--- config.mk ---
export PLATFORM = sky130hd
export DESIGN_NAME = axi_csr_seq_flat
export DESIGN_NICKNAME = d
export VERILOG_FILES = /design/src/rtl/axi_csr_seq_if.sv /design/src/rtl/axi_csr_seq.sv /design/src/flat_wrapper.sv
export SDC_FILE = /design/constraint.sdc
export NUM_CORES = 1
export LEC_CHECK = 0
export BUFFER_PORTS_ARGS = -buffer_cell sky130_fd_sc_hd__clkbuf_2
export CORE_ASPECT_RATIO = 0.7
export CORE_MARGIN = 3
export CORE_UTILIZATION = 46
export DETAILED_ROUTE_END_ITERATION = 7
export PLACE_DENSITY = 0.81
export REMOVE_ABC_BUFFERS = 1
export SLEW_MARGIN = 20
export SYNTH_ARGS = -nofsm -noshare
export SYNTH_HDL_FRONTEND = slang
export SYNTH_SLANG_ARGS = --single-unit
--- constraint.sdc ---
create_clock -name clk_axi -period 2.47 [get_ports clk_axi]
set_input_delay 0.1235 -clock clk_axi [delete_from_list [all_inputs] [get_ports clk_axi]]
set_output_delay 0.1235 -clock clk_axi [all_outputs]
set_load 0.03 [all_outputs]
--- src/rtl/axi_csr_seq_if.sv ---
// AXI4-Lite style bus bundle between the NI slave decode and the CSR sequencer.
// The master modport is the requester side; the slave modport is axi_csr_seq.
interface axi_csr_seq_if #(
    parameter int AddrWidth = 32,
    parameter int DataWidth = 32,
    parameter int IdWidth   = 4
);
    logic                   aw_valid;
    logic                   aw_ready;
    logic [AddrWidth-1:0]   aw_addr;
    logic [IdWidth-1:0]     aw_id;
    logic                   w_valid;
    logic                   w_ready;
    logic [DataWidth-1:0]   w_data;
    logic [DataWidth/8-1:0] w_strb;
    logic                   b_valid;
    logic                   b_ready;
    logic [IdWidth-1:0]     b_id;
    logic [1:0]             b_resp;
    logic                   ar_valid;
    logic                   ar_ready;
    logic [AddrWidth-1:0]   ar_addr;
    logic [IdWidth-1:0]     ar_id;
    logic                   r_valid;
    logic                   r_ready;
    logic [IdWidth-1:0]     r_id;
    logic [DataWidth-1:0]   r_data;
    logic [1:0]             r_resp;
    logic                   r_last;

    modport master (
        output aw_valid, aw_addr, aw_id, w_valid, w_data, w_strb, b_ready,
               ar_valid, ar_addr, ar_id, r_ready,
        input  aw_ready, w_ready, b_valid, b_id, b_resp,
               ar_ready, r_valid, r_id, r_data, r_resp, r_last
    );

    modport slave (
        input  aw_valid, aw_addr, aw_id, w_valid, w_data, w_strb, b_ready,
               ar_valid, ar_addr, ar_id, r_ready,
        output aw_ready, w_ready, b_valid, b_id, b_resp,
               ar_ready, r_valid, r_id, r_data, r_resp, r_last
    );
endinterface

--- src/rtl/axi_csr_seq.sv ---
// Sequences one AXI-Lite write or read at a time onto the single-request NI CSR port,
// with round-robin read/write arbitration and a wait-state timeout on csr_ready.
// Handshake rule: a transfer happens on a rising clk_axi edge where valid && ready;
// a valid source holds its payload stable until that edge.
module axi_csr_seq #(
    parameter int AddrWidth     = 32,
    parameter int DataWidth     = 32,
    parameter int IdWidth       = 4,
    parameter int TimeoutCycles = 16
) (
    input  logic                 clk_axi,
    input  logic                 arst_axi_n,
    axi_csr_seq_if.slave         axi,
    output logic                 csr_valid,
    output logic                 csr_rd_or_wr,
    output logic [AddrWidth-1:0] csr_addr,
    output logic [DataWidth-1:0] csr_data_in,
    input  logic                 csr_ready,
    input  logic                 csr_error,
    input  logic [DataWidth-1:0] csr_data_out,
    output logic [2:0]           state_dbg
);
    localparam int         CntW       = $clog2(TimeoutCycles + 1);
    localparam logic [1:0] RespOkay   = 2'b00;
    localparam logic [1:0] RespSlverr = 2'b10;

    typedef enum logic [2:0] {
        IDLE     = 3'd0,
        WR_ISSUE = 3'd1,
        WR_RESP  = 3'd2,
        RD_ISSUE = 3'd3,
        RD_WAIT  = 3'd4,
        RD_RESP  = 3'd5
    } state_t;

    state_t                 state_q, state_d;
    logic [CntW-1:0]        cnt_q;
    logic                   last_wr_q;
    logic [AddrWidth-1:0]   addr_q;
    logic [IdWidth-1:0]     id_q;
    logic [DataWidth-1:0]   wdata_q;
    logic [DataWidth-1:0]   rdata_q;
    logic [1:0]             resp_q;
    logic                   wr_pend, rd_pend, grant_wr, grant_rd, tmo;

    always_ff @(posedge clk_axi or negedge arst_axi_n) begin
        if (!arst_axi_n) state_q <= IDLE;
        else             state_q <= state_d;
    end

    // Conflict goes to the kind not granted last; last_wr_q only moves on a handshake.
    always_comb begin
        state_d  = state_q;
        wr_pend  = axi.aw_valid && axi.w_valid;
        rd_pend  = axi.ar_valid;
        grant_wr = wr_pend && (!rd_pend || !last_wr_q);
        grant_rd = rd_pend && !grant_wr;
        tmo      = !csr_ready && (cnt_q == CntW'(TimeoutCycles - 1));
        case (state_q)
            IDLE: begin
                if (grant_wr)      state_d = (&axi.w_strb) ? WR_ISSUE : WR_RESP;
                else if (grant_rd) state_d = RD_ISSUE;
            end
            WR_ISSUE: if (csr_ready || tmo) state_d = WR_RESP;
            RD_ISSUE: begin
                if (csr_ready) state_d = RD_WAIT;
                else if (tmo)  state_d = RD_RESP;
            end
            RD_WAIT:  state_d = RD_RESP;
            WR_RESP:  if (axi.b_ready) state_d = IDLE;
            RD_RESP:  if (axi.r_ready) state_d = IDLE;
            default:  state_d = IDLE;
        endcase
    end

    always_ff @(posedge clk_axi or negedge arst_axi_n) begin
        if (!arst_axi_n) begin
            cnt_q     <= '0;
            last_wr_q <= 1'b0;
            addr_q    <= '0;
            id_q      <= '0;
            wdata_q   <= '0;
            rdata_q   <= '0;
            resp_q    <= RespOkay;
        end else begin
            case (state_q)
                IDLE: begin
                    if (grant_wr || grant_rd) begin
                        last_wr_q <= grant_wr;
                        cnt_q     <= '0;
                    end
                    if (grant_wr) begin
                        addr_q  <= axi.aw_addr;
                        id_q    <= axi.aw_id;
                        wdata_q <= axi.w_data;
                        // Partial strobes cannot be expressed on the CSR port.
                        resp_q  <= (&axi.w_strb) ? RespOkay : RespSlverr;
                    end else if (grant_rd) begin
                        addr_q <= axi.ar_addr;
                        id_q   <= axi.ar_id;
                    end
                end
                WR_ISSUE, RD_ISSUE: begin
                    if (csr_ready) begin
                        if (state_q == WR_ISSUE) resp_q <= csr_error ? RespSlverr : RespOkay;
                    end else if (tmo) begin
                        resp_q <= RespSlverr;
                        if (state_q == RD_ISSUE) rdata_q <= 32'hDEAD_BEEF;
                    end else begin
                        cnt_q <= cnt_q + CntW'(1);
                    end
                end
                RD_WAIT: begin
                    rdata_q <= csr_data_out;
                    resp_q  <= csr_error ? RespSlverr : RespOkay;
                end
                default: ;
            endcase
        end
    end

    assign axi.aw_ready = (state_q == IDLE) && grant_wr;
    assign axi.w_ready  = (state_q == IDLE) && grant_wr;
    assign axi.ar_ready = (state_q == IDLE) && grant_rd;

    assign axi.b_valid  = (state_q == WR_RESP);
    assign axi.b_id     = id_q;
    assign axi.b_resp   = resp_q;
    assign axi.r_valid  = (state_q == RD_RESP);
    assign axi.r_last   = (state_q == RD_RESP);
    assign axi.r_id     = id_q;
    assign axi.r_data   = rdata_q;
    assign axi.r_resp   = resp_q;

    assign csr_valid    = (state_q == WR_ISSUE) || (state_q == RD_ISSUE);
    assign csr_rd_or_wr = (state_q == WR_ISSUE);
    assign csr_addr     = csr_valid ? addr_q : '0;
    assign csr_data_in  = (state_q == WR_ISSUE) ? wdata_q : '0;
    assign state_dbg    = state_q;
endmodule

--- src/flat_wrapper.sv ---
// flat-port wrapper written by rule: the top's interface ports become plain ports
module axi_csr_seq_flat 
#(
    parameter int AddrWidth     = 32,
    parameter int DataWidth     = 32,
    parameter int IdWidth       = 4,
    parameter int TimeoutCycles = 16
)
  (clk_axi, arst_axi_n, csr_valid, csr_rd_or_wr, csr_addr, csr_data_in, csr_ready, csr_error, csr_data_out, state_dbg, axi_aw_valid, axi_aw_addr, axi_aw_id, axi_w_valid, axi_w_data, axi_w_strb, axi_b_ready, axi_ar_valid, axi_ar_addr, axi_ar_id, axi_r_ready, axi_aw_ready, axi_w_ready, axi_b_valid, axi_b_id, axi_b_resp, axi_ar_ready, axi_r_valid, axi_r_id, axi_r_data, axi_r_resp, axi_r_last);
  axi_csr_seq_if #(.AddrWidth(AddrWidth), .DataWidth(DataWidth), .IdWidth(IdWidth)) axi_i ();
  input  logic clk_axi;
  input  logic arst_axi_n;
  output logic csr_valid;
  output logic csr_rd_or_wr;
  output logic [AddrWidth-1:0] csr_addr;
  output logic [DataWidth-1:0] csr_data_in;
  input  logic csr_ready;
  input  logic csr_error;
  input  logic [DataWidth-1:0] csr_data_out;
  output logic [2:0] state_dbg;
  input wire logic [$bits(axi_i.aw_valid)-1:0] axi_aw_valid;
  input wire logic [$bits(axi_i.aw_addr)-1:0] axi_aw_addr;
  input wire logic [$bits(axi_i.aw_id)-1:0] axi_aw_id;
  input wire logic [$bits(axi_i.w_valid)-1:0] axi_w_valid;
  input wire logic [$bits(axi_i.w_data)-1:0] axi_w_data;
  input wire logic [$bits(axi_i.w_strb)-1:0] axi_w_strb;
  input wire logic [$bits(axi_i.b_ready)-1:0] axi_b_ready;
  input wire logic [$bits(axi_i.ar_valid)-1:0] axi_ar_valid;
  input wire logic [$bits(axi_i.ar_addr)-1:0] axi_ar_addr;
  input wire logic [$bits(axi_i.ar_id)-1:0] axi_ar_id;
  input wire logic [$bits(axi_i.r_ready)-1:0] axi_r_ready;
  output wire logic [$bits(axi_i.aw_ready)-1:0] axi_aw_ready;
  output wire logic [$bits(axi_i.w_ready)-1:0] axi_w_ready;
  output wire logic [$bits(axi_i.b_valid)-1:0] axi_b_valid;
  output wire logic [$bits(axi_i.b_id)-1:0] axi_b_id;
  output wire logic [$bits(axi_i.b_resp)-1:0] axi_b_resp;
  output wire logic [$bits(axi_i.ar_ready)-1:0] axi_ar_ready;
  output wire logic [$bits(axi_i.r_valid)-1:0] axi_r_valid;
  output wire logic [$bits(axi_i.r_id)-1:0] axi_r_id;
  output wire logic [$bits(axi_i.r_data)-1:0] axi_r_data;
  output wire logic [$bits(axi_i.r_resp)-1:0] axi_r_resp;
  output wire logic [$bits(axi_i.r_last)-1:0] axi_r_last;
  assign axi_i.aw_valid = axi_aw_valid;
  assign axi_i.aw_addr = axi_aw_addr;
  assign axi_i.aw_id = axi_aw_id;
  assign axi_i.w_valid = axi_w_valid;
  assign axi_i.w_data = axi_w_data;
  assign axi_i.w_strb = axi_w_strb;
  assign axi_i.b_ready = axi_b_ready;
  assign axi_i.ar_valid = axi_ar_valid;
  assign axi_i.ar_addr = axi_ar_addr;
  assign axi_i.ar_id = axi_ar_id;
  assign axi_i.r_ready = axi_r_ready;
  assign axi_aw_ready = axi_i.aw_ready;
  assign axi_w_ready = axi_i.w_ready;
  assign axi_b_valid = axi_i.b_valid;
  assign axi_b_id = axi_i.b_id;
  assign axi_b_resp = axi_i.b_resp;
  assign axi_ar_ready = axi_i.ar_ready;
  assign axi_r_valid = axi_i.r_valid;
  assign axi_r_id = axi_i.r_id;
  assign axi_r_data = axi_i.r_data;
  assign axi_r_resp = axi_i.r_resp;
  assign axi_r_last = axi_i.r_last;
  axi_csr_seq #(.AddrWidth(AddrWidth), .DataWidth(DataWidth), .IdWidth(IdWidth), .TimeoutCycles(TimeoutCycles)) u_core (.clk_axi(clk_axi), .arst_axi_n(arst_axi_n), .axi(axi_i), .csr_valid(csr_valid), .csr_rd_or_wr(csr_rd_or_wr), .csr_addr(csr_addr), .csr_data_in(csr_data_in), .csr_ready(csr_ready), .csr_error(csr_error), .csr_data_out(csr_data_out), .state_dbg(state_dbg));
endmodule
==> summary.md <==
| Metric | Value |
|---|---|
| Initial antenna violation count | `0` |
| Post-synthesis cell area | `5250 sq um` |
| Initial Utilization | `0.488` |
| Vias in the first global route | `4557` |
| Worst-Margin Slew | `0.707 ns` |
| Total Wirelength | `14.2 mm` |
| Part of the power in registers | `0.327` |
| EDFF count, synth | `0` |
| Tot Pwr | `0.00986 W` |
| Via count | `4500` |
| Worst setup EP type | `output port` |
| Nets | `875` |
| Top-area cell type share of the netlist area | `0.525` |
| Outcome | `finished, final reports clean` |
| Layout cells sized above 1 | `0.425` |
| Total CTS buffers | `9` |
| Sequential share of the synthesized area | `0.525` |
| CTS tree | `yes` |
| Worst Path Required | `2.35 ns` |
| Combinational group share of total power | `0.532` |
| CP startpoint kind | `flop` |
| Clk_lat worst skew | `0.34 ns` |
| CTS max path bufs | `2` |
| Sw Pwr | `0.00466 W` |
| Drt pass-1 iters | `4` |
| Register bit total from synthesis | `110` |
| GR Overflow Total | `0` |
| Setup TNS | `0 ns` |
| GRT Resource Usage Total | `0.219` |
| I/O Buffers | `265` |
| Ys async rst share | `1.00` |
| Top_reg_cell synth | `dfrtp_1` |
| # DRC | `0` |
| Arrival @ worst endpoint | `2.09 ns` |
| Max-cap violation count | `0` |
| Yosys top cell by area | `dfrtp_1` |
| Most frequent cells in the layout | `clkbuf_2 (264), dfrtp_1 (110), nor2_1 (39)` |
| Clock skew | `0.00997 ns` |
| Cell variety after synth | `43` |
| Antenna diode count | `0` |
| Synthesized netlist cell count | `456` |
| Cell area power density | `1380 nW/um^2` |
| Clock Power Share | `0.141` |
| Hold crit path type | `primary input to flop` |
| Finished Core Util | `0.667` |
| Clk slew on worst S/H paths | `0.08 ns` |
| Worst-path fanout max | `43` |
| First-pass GRT wire length | `22.1 mm` |
| Synthesis Warnings | `0` |
| Max Freq | `452 MHz` |
| Commonest non-fill, non-tap cell in the layout | `clkbuf_2` |
| Sink Count | `110` |
| Root Buffer | `clkbuf_16` |
| RSZ-0062 raised after global routing | `false` |
| Via/cell ratio | `5.13` |
| Synth area leaders | `dfrtp_1 (52%), mux2i_1 (7.2%), mux2_1 (6.9%), and3_1 (4.2%), o22a_1 (4.0%)` |
| # rows | `31` |
| P_int | `0.00520 W` |
| IO Count | `268` |
| P&R area growth vs syn | `36.5%` |
| Final GP Congestion | `0.835` |
| Final period util | `0.895` |
| Antenna-violating nets left | `0` |
| Slew Viols, Final | `0` |
| Setup violations, final | `0` |
| Die area | `12700 sq um` |
| DP HPWL | `10.6 mm` |
| Core area | `10700 sq um` |
| Initial DRC Count | `203` |
| CP Class | `flop to output port` |
| Final Hold Fails | `0` |
| Die X-Extent | `134 um` |
| DIE HEIGHT | `95.4 um` |
| Number of H-tree levels | `3` |
| Min-Delay Path Depth | `2` |
| Routed wire per std cell | `16.2 um` |
| Peak VDD IR | `0.729 mV` |
| Leak Pwr | `3.81 nW` |
| Rel. slew slack | `0.529` |
| Largest net degree at the start of global routing | `73` |
| R2R cell count | `7` |
| Switching Fraction | `0.473` |
| Avg Cell Area, Syn | `11.5 sq um` |
| Post-layout min period | `2.21 ns` |
## per-layer routing
| metal | GRT usage | share of wire | vias up |
|---|---|---|---|
| met4 | 0.0625 | 0.018 | 0 |
| met1 | 0.268 | 0.41 | 2142 |
| li1 | - | - | 2134 |
| met2 | 0.387 | 0.50 | 196 |
| met3 | 0.0575 | 0.066 | 28 |
| met5 | 0 | 0 | - |
## what timing repair did
action,4_1_cts,5_1_grt
hold buffers,25,1
endpoints found under the hold margin,77,1
gates resized for setup,0,2
endpoints found under the setup margin,0,25
buffers inserted,0,0
## power groups by stage
| stage | logic [W] | registers (W) | clock network (W) |
|---|---|---|---|
| 3_3_place_gp | 0.00512 | 0.00319 | 0 |
| 6_report | 0.00525 | 0.00322 | 0.00139 |
| 4_1_cts | 0.00529 | 0.00322 | 0.00143 |
| 2_1_floorplan | 0.00290 | 0.00383 | 0 |
| 3_5_place_dp | 0.00525 | 0.00324 | 0 |
| 5_1_grt | 0.00564 | 0.00334 | 0.00150 |
## sequential cells by signal (all words and copies together) (netlist names)
register / flops
u_core.last_wr_q: 1
u_core.state_dbg: 3
u_core.axi.r_data: 32
u_core.addr_q: 32
u_core.cnt_q: 5
u_core.axi.b_id: 4
u_core.wdata_q: 32
u_core.axi.b_resp: 1
## cells in the mapped netlist, types with 8 or more instances
library cell / number
a22o_1: 8
and2_1: 33
and3_1: 35
nand2_1: 10
buf_2: 10
a21oi_2: 13
nor2_1: 39
buf_6: 8
dfrtp_1: 110
o22a_1: 24
buf_4: 13
a21oi_1: 30
mux2i_1: 38
mux2_1: 32
clkbuf_1: 12
## worst max-delay path, stage by stage, from the launching register on
cell and delay [ns]:
dfrtp_1 0.54, nand2b_1 0.30, inv_4 0.34, buf_12 0.20, and2_1 0.14, clkbuf_2 0.20
## stage by stage
step	worst slack [ns]	cell area, sq um	hold slack, ns	std cells
after detailed placement	0.381	6610	0.214	835
after global routing	0.132	7160	0.00159	877
after CTS	0.0845	7150	0.0000921	876
after floorplan	-0.119	4970	-0.172	414
final	0.258	7160	0.00585	877
after global placement	0.499	6610	0.206	835
## logic make-up after synthesis
family / share of synthesized area
flip-flops: 0.525
multiplexers: 0.143
AND/OR/NAND/NOR: 0.148
other: 0.000715
buffers and inverters: 0.0575
AO/OA/AOI/OAI: 0.121
adder cells (fa/ha/maj): 0.00477
## cell type report
| class | instances | area (sq um) |
|---|---|---|
| fillers | 827 | 3580 |
| flip-flops and latches | 110 | 2750 |
| multi-input cells | 299 | 2200 |
| repair buffers | 299 | 1710 |
| clock buffers | 10 | 239 |
| well taps | 148 | 185 |
| clock inverters | 6 | 56.3 |
| inverters | 5 | 21.3 |
## worst paths after layout
kind | end | from | slack [ns]
max | csr_addr[24] | u_core.state_dbg[2] | 0.26
max reg2reg | u_core.state_dbg[1] | u_core.cnt_q[0] | 0.37
min reg2reg | u_core.cnt_q[3] | u_core.cnt_q[3] | 0.49
min | u_core.wdata_q[2] | axi_w_data[2] | 0.006
max in group asynchronous | u_core.state_dbg[2] | arst_axi_n | 1.35
min in group asynchronous | u_core.addr_q[23] | arst_axi_n | 0.37
Note: power is estimated with default switching activity, not from simulation.
